[src/rtl/mem_pkg.sv]
// Shared types and constants for the memory-port arbiter.
// Widths, FSM state encoding and requester IDs.
package mem_pkg;

  localparam int MEM_ADDR_W = 32;
  localparam int MEM_DATA_W = 32;

  localparam logic [1:0] ST_IDLE   = 2'd0;
  localparam logic [1:0] ST_ACCESS = 2'd1;
  localparam logic [1:0] ST_RDWAIT = 2'd2;
  localparam logic [1:0] ST_RESP   = 2'd3;

  typedef enum logic [1:0] {
    IDLE   = ST_IDLE,
    ACCESS = ST_ACCESS,
    RDWAIT = ST_RDWAIT,
    RESP   = ST_RESP
  } state_t;

  localparam logic REQ_CORE = 1'b0;
  localparam logic REQ_AUX  = 1'b1;

endpackage

[src/rtl/mem_arbiter_rr_arb2.sv]
// Two-way round-robin winner select, purely combinational.
// Ports: req[1:0] requests, last = last served ID, gnt[1:0] one-hot.
module rr_arb2
  import mem_pkg::*;
(
  input  logic [1:0] req,
  input  logic       last,
  output logic [1:0] gnt
);

  always_comb begin
    gnt = 2'b00;
    unique case (1'b1)
      (req == 2'b11): begin
        // Contention: favour whoever was not served last.
        if (last == REQ_AUX) gnt = 2'b01;
        else                 gnt = 2'b10;
      end
      (req == 2'b01): gnt = 2'b01;
      (req == 2'b10): gnt = 2'b10;
      default:        gnt = 2'b00;
    endcase
  end

endmodule

[src/rtl/mem_arbiter.sv]
// Shares one registered memory port between two requesters.
// Ports: mN_* requester side, address/data_out/we/data_in memory side.
module mem_arbiter
  import mem_pkg::*;
#(
  parameter int ADDR_W = MEM_ADDR_W,
  parameter int DATA_W = MEM_DATA_W
) (
  input  logic              clk,
  input  logic              resetn,
  input  logic              m0_req,
  input  logic              m0_we,
  input  logic [ADDR_W-1:0] m0_addr,
  input  logic [DATA_W-1:0] m0_wdata,
  output logic              m0_gnt,
  output logic              m0_rvalid,
  output logic [DATA_W-1:0] m0_rdata,
  input  logic              m1_req,
  input  logic              m1_we,
  input  logic [ADDR_W-1:0] m1_addr,
  input  logic [DATA_W-1:0] m1_wdata,
  output logic              m1_gnt,
  output logic              m1_rvalid,
  output logic [DATA_W-1:0] m1_rdata,
  output logic [ADDR_W-1:0] address,
  output logic [DATA_W-1:0] data_out,
  output logic              we,
  input  logic [DATA_W-1:0] data_in
);

  state_t     state;
  state_t     state_nx;
  logic       last;
  logic       win_id;
  logic [1:0] arb_gnt;
  logic       take;
  logic       take_id;

  rr_arb2 u_arb (
    .req  ({m1_req, m0_req}),
    .last (last),
    .gnt  (arb_gnt)
  );

  always_ff @(posedge clk or negedge resetn) begin
    if (!resetn) state <= IDLE;
    else         state <= state_nx;
  end

  always_comb begin
    state_nx = state;
    m0_gnt   = 1'b0;
    m1_gnt   = 1'b0;
    unique case (state)
      IDLE: begin
        m0_gnt = arb_gnt[REQ_CORE];
        m1_gnt = arb_gnt[REQ_AUX];
        if (arb_gnt != 2'b00) state_nx = ACCESS;
      end
      ACCESS: begin
        if (we) state_nx = IDLE;
        else    state_nx = RDWAIT;
      end
      RDWAIT:  state_nx = RESP;
      RESP:    state_nx = IDLE;
      default: state_nx = IDLE;
    endcase
  end

  assign take    = m0_gnt | m1_gnt;
  assign take_id = m1_gnt;

  always_ff @(posedge clk or negedge resetn) begin
    if (!resetn) begin
      address   <= '0;
      data_out  <= '0;
      we        <= 1'b0;
      win_id    <= REQ_CORE;
      last      <= REQ_AUX;
      m0_rvalid <= 1'b0;
      m1_rvalid <= 1'b0;
      m0_rdata  <= '0;
      m1_rdata  <= '0;
    end else begin
      m0_rvalid <= 1'b0;
      m1_rvalid <= 1'b0;
      if (take) begin
        address  <= take_id ? m1_addr  : m0_addr;
        data_out <= take_id ? m1_wdata : m0_wdata;
        we       <= take_id ? m1_we    : m0_we;
        win_id   <= take_id;
        last     <= take_id;
      end
      if (state == ACCESS) we <= 1'b0;
      if (state == RDWAIT) begin
        if (win_id == REQ_AUX) begin
          m1_rdata  <= data_in;
          m1_rvalid <= 1'b1;
        end else begin
          m0_rdata  <= data_in;
          m0_rvalid <= 1'b1;
        end
      end
    end
  end

endmodule
[config.mk]
export PLATFORM = sky130hd
export DESIGN_NAME = mem_arbiter
export DESIGN_NICKNAME = d
export VERILOG_FILES = /design/src/rtl/mem_pkg.sv /design/src/rtl/mem_arbiter_rr_arb2.sv /design/src/rtl/mem_arbiter.sv
export SDC_FILE = /design/constraint.sdc
export NUM_CORES = 1
export LEC_CHECK = 0
export CAP_MARGIN = 30
export CORE_MARGIN = 2
export CORE_UTILIZATION = 40
export CTS_CLUSTER_SIZE = 12
export DETAILED_ROUTE_END_ITERATION = 10
export PLACE_DENSITY = 0.79
export SLEW_MARGIN = 20
export SYNTH_ARGS = -nofsm -noshare
export SYNTH_HDL_FRONTEND = slang
export SYNTH_SLANG_ARGS = --single-unit
[constraint.sdc]
create_clock -name clk -period 1.9 [get_ports clk]
set_input_delay 0.38 -clock clk [delete_from_list [all_inputs] [get_ports clk]]
set_output_delay 0.38 -clock clk [all_outputs]
set_load 0.05 [all_outputs]
======== Word-level counts from Yosys, hierarchy flattened ========
Index checks and enable logic that the tools add are counted.
storage, ports and cells
  bits in writable memories ............... 0
  logic and storage cells ................. 40
  flip-flop bits (word level) ............. 135
  output and inout bits ................... 133
  bits in latches ......................... 0
  ROM bits ................................ 0
  bits of input ports ..................... 166
  memories kept ........................... 0
cells by class
  order comparisons ....................... 0
  multiplexer cells ....................... 16
  shift operators ......................... 0
  bitwise logic cells ..................... 2
  reductions and logical operators ........ 5
  multipliers ............................. 0
  div/mod/pow operators ................... 0
  equal/unequal tests ..................... 7
  add/subtract/negate cells ............... 0
operators by type and width
  kind                count
  $mux 32             2
  $mux 1              9
  $eq 2x2->1 const B  4
  $pmux 2 s4          1
  $mux 2              3
  $pmux 2 s3          1
  $eq 2x1->1 const B  2
  $reduce_and 2->1    2
  $reduce_bool 2->1   2
  $logic_not 2->1     1
  $ne 2x2->1 const B  1
  $not 1->1           1
  $or 1x1->1          1

======== Depth between registers and ports, before layout ========
  depth after elaboration ................. 6
  gate-level depth with buffers ........... 7

======== Hierarchy ========
From an unflattened synthesis, not the netlist that was laid out.
second synthesis, totals
  cells, all modules ...................... 371
  area total of the unflattened synthesis .. 5904.4 sq um
modules (own cells, without submodules)
  module       area each (sq um)  sequential area each (sq um)  instances  cells each
  mem_arbiter  5885.6             3379.5                        1          368
  rr_arb2      18.8               0.0                           1          3

======== Least setup slack after synthesis ========
Ideal clock, no wire load.
  path type ............................... register to output
  start ................................... register last
  end ..................................... output port m0_gnt
  required time ........................... 1.520 ns
  cell stages (with the launch flop) ...... 5
  arrival ................................. 1.138 ns
  buffers on the path ..................... 2
  setup slack ............................. 0.382 ns
  cells stage by stage .................... dfstp_2 -> nand2b_1 -> and3_1 -> buf_4 -> buf_6
on the way
  word-level cells in the longest chain between the ends .. 3
ends and longest elaborated chain
  element                 RTL line                   source
  from (decl)             mem_arbiter.sv:33          logic last;
  from (signal assigned)  mem_arbiter.sv:92          last <= take_id;
  $mux 2                  mem_arbiter_rr_arb2.sv:16  if (last == REQ_AUX) gnt = 2'b01;
  $pmux 2 s3              mem_arbiter_rr_arb2.sv:13  unique case (1'b1)
  $mux 1                  mem_arbiter.sv:54          unique case (state)
  to (decl)               mem_arbiter.sv:15          output logic m0_gnt,
No other way between the ends.

======== Worst setup path in the final report ========
Same ends and word-level chain as after synthesis.

==> results.txt <==
The run finished with clean final reports. The arrival time at the worst endpoint is 1.45 ns. Counting flops and latches in the post-synthesis netlist gives 135.

The maximum fanout encountered on the critical timing path is 3. The post-layout instance area came out at 9570 sq um. The worst setup path is captured at a primary output. Ranked by total cell area, the synthesized netlist is headed by sky130_fd_sc_hd__dfrtp_1 57%, sky130_fd_sc_hd__nand2_1 11%, sky130_fd_sc_hd__a21oi_2 7.4%. The growth of design area from synthesis to finish is 63.9%. The synthesized netlist occupies a cell area of 5840 sq um. The global placement routability congestion is 0.790.

Counting the buffers created by CTS gives 17. Headroom to the max-slew limit came out at 0.656. The distinct cell type count of the synthesized netlist came out at 26. The initial antenna violation count is 0. When the netlist entered floorplanning its net count stood at 746.

The I/O pin count came out at 299. The global-route wire length before repair is 29600 um. At the worst endpoint, the required time is 1.52 ns.

In this run the static leakage power is 4.43 nW. Summed over all layers, the global routing overflow is 0. The placed cell count came out at 1051. The total length of routed wires is 18000 um.

The count of buffers added on input and output ports is around 300. In the detailed route, the total length drawn on met3 is approximately 1600 um. The wire length on met2 is 8880 um.

The highest attainable clock frequency came out at 545 MHz. Summed over all instances, the cell type with the most area after synthesis is sky130_fd_sc_hd__dfrtp_1. The detailed-route DRC error count came out at 0. The total count of max-transition violations in the final report came out at 0. The mean instance size in the synthesized netlist came out at 10.1 sq um. The setup slack after placement came out at 0.0352 ns. The number of max-cap violations is 0.

The number of nets in the layout came out at 1055. The worst-case setup margin in the final layout came out at 0.0656 ns. The post-detailed-route count of antenna-violating nets came out at 0. The final setup violation count is 0. The final standard cell count with taps included and fillers excluded came out at 1086. Power spread over the standard cell area amounts to 2080 nW/um^2. CTS built an H-tree with a depth of 4. The count of mapped cells out of synthesis is 580.

The post-route fraction of the period consumed by the critical path is 0.965. The number of search-and-repair iterations in the first detailed-routing pass came out at 4. The total negative setup slack came out at 0 ns. The number of fillers in the final layout is 1198. The register area share after synthesis is 0.579. The via density per instance is 4.87. The count of synthesis-stage warnings from yosys is 0.

The share of synthesized area in the top cell type comes to 0.574. The routed wirelength normalized by instance count came out at 16.6 um. The starting density of the core came out at 0.406. In the final routing, the length of wire on met1 measures 7240 um. The root buffer selected by CTS is sky130_fd_sc_hd__clkbuf_16.

In this run the vertical extent of the chip is around 120 um. VDD sags by at most 969 uV. The die covers 15600 sq um.

The clock tree from TritonCTS is done. The placed instances occupy a cell area of 9040 sq um. The worst hold margin is 0.414 ns. The largest net degree at the start of global routing is 44. The classification of the worst-slack hold path is input port to async pin. The die outline width is 125 um. The number of hold-slack violations in the final timing report came out at 0.

The worst clock skew came out at 0.00646 ns. The total routing resource utilization after global routing came out at 0.240. The multi-input combinational cells in the finished layout cover a total of 2180 sq um. The overall power after layout is 19.9 mW. The floorplan row count is 44. The total via count in the routed design came out at 5290. Clock tree synthesis found a total of 135 sinks. The clock latency reported for the late side of the worst-skew pair is 0.41 ns. Signal routing reaches up to met4. The number of global-route vias before repair is ~5500. For the pin with the worst max-slew slack, the measured transition is between 0.5 and 0.6 ns. The launching element type of the critical path is a flop. The worst path in the final design needs a cycle of 1.83 ns, including I/O delays and setup.

The layout cell share with drive strength beyond 1 came out at 0.233. The sum of net half-perimeters after detailed placement is 13300 um. The setup path with the least slack is of type flop to primary output. Measured on the finished design, the core utilization comes to 0.666. Setup repair after global routing left no endpoint under its margin. The core box area came out at between 10000 and 15000 sq um. In this run the deepest clock path goes through 2 buffers. The register cell area after layout is 3380 sq um. The number of violations reported at the end of detailed-routing iteration 0 is 280.

The clock transition at the register clock pins on the worst setup and hold paths after CTS is about 0.06 ns.
==> Yosys cell counts (all sizes together) <==
| master | instances |
|---|---|
| nand2 | 166 |
| dfrtp | 134 |
| a21oi | 75 |
| nor2 | 67 |
| o21ai | 55 |
| mux2 | 32 |
| buf | 30 |
| clkbuf | 7 |
| nand2b | 3 |
| inv | 2 |
| nand3 | 2 |
| a22o | 1 |
| and3 | 1 |
| dfstp | 1 |
| nand3b | 1 |
| nor3 | 1 |
| o211ai | 1 |
| o21a | 1 |
==> cell usage in the layout, fill, tap and decap left out, types with 2 or more instances in the layout <==
cell type,count
sky130_fd_sc_hd__nand2_1,166
sky130_fd_sc_hd__clkdlybuf4s50_1,164
sky130_fd_sc_hd__dfrtp_1,134
sky130_fd_sc_hd__dlygate4sd2_1,72
sky130_fd_sc_hd__buf_4,72
sky130_fd_sc_hd__nor2_1,65
sky130_fd_sc_hd__a21oi_2,49
sky130_fd_sc_hd__o21ai_1,49
sky130_fd_sc_hd__mux2_2,32
sky130_fd_sc_hd__a21oi_1,26
sky130_fd_sc_hd__clkbuf_16,17
sky130_fd_sc_hd__buf_12,17
sky130_fd_sc_hd__o21ai_0,5
sky130_fd_sc_hd__clkinvlp_4,4
sky130_fd_sc_hd__nand2b_1,3
sky130_fd_sc_hd__clkbuf_8,3
sky130_fd_sc_hd__clkinv_2,3
sky130_fd_sc_hd__nor2_4,2
sky130_fd_sc_hd__bufinv_16,2
sky130_fd_sc_hd__inv_6,2
==> flip-flops by register name (all words and copies together) (netlist names), named ones only <==
| register | cells |
|---|---|
| m0_rdata | 32 |
| address | 32 |
| m1_rdata | 32 |
| state | 1 |
| we | 1 |
| last | 1 |
| data_out | 32 |
| m1_rvalid | 1 |
| win_id | 1 |
| m0_rvalid | 1 |
==> per-layer routing <==
metal  global-route usage  up-vias
met2                0.402      238
met4               0.0687        0
met5                    0        -
li1                     -     2520
met1                0.296     2510
met3               0.0825       22
==> power breakdown <==
| part | leakage [nW] | total, mW | switching (mW) | internal [mW] |
|---|---|---|---|---|
| registers | 1.63 | 5.12 | 0.781 | 4.34 |
| logic | 2.51 | 11.6 | 7.92 | 3.64 |
| clock network | 0.281 | 3.25 | 1.22 | 2.03 |
| total | 4.43 | 19.9 | 9.93 | 10.0 |
==> cell families (layout without fill, tap and decap cells) <==
| family | Yosys count | in the layout | synth area share |
|---|---|---|---|
| other | 0 | 1 | 0 |
| muxes | 32 | 32 | 0.0617 |
| AOI/OAI and AO/OA | 133 | 133 | 0.148 |
| and+or+nand+nor | 241 | 241 | 0.161 |
| DFF | 135 | 135 | 0.579 |
| buffers and inverters | 39 | 360 | 0.0502 |
==> final timing paths <==
kind	to	slack (ns)	startpoint	cells after the start
setup / recovery	m0_gnt	0.07	last	3
hold / removal	data_out[17]	0.41	resetn	2
setup reg to reg	address[7]	0.35	state[0]	6
hold reg to reg	m1_rdata[4]	0.46	m1_rdata[4]	2
max in group asynchronous	m0_rdata[0]	0.89	resetn	3
min in group clk	m1_rdata[4]	0.46	m1_rdata[4]	2
==> cell type report <==
class                           instances  area share
Clock inverter                         11      0.0128
Antenna cell                            1    0.000262
Multi-Input combinational cell        406       0.228
Clock buffer                           20      0.0488
Inverter                                2    0.000785
Sequential cell                       135       0.353
Timing Repair Buffer                  327       0.332
Tap cell                              184      0.0241
==> what timing repair did <==
item	CTS	global route
buffers inserted	0	2
hold endpoints to repair	28	0
gates cloned	0	0
resized for setup	72	0
hold buffers	1	0
endpoints found under the setup margin	72	2
pin swaps	0	1
==> critical path, stage by stage, from the launching register on <==
cell and delay (ns):
sky130_fd_sc_hd__dfstp_2 0.54, sky130_fd_sc_hd__nand2b_1 0.13, sky130_fd_sc_hd__and3_4 0.23, sky130_fd_sc_hd__buf_12 0.14
No activity file was read; power rests on OpenSTA's default activity.
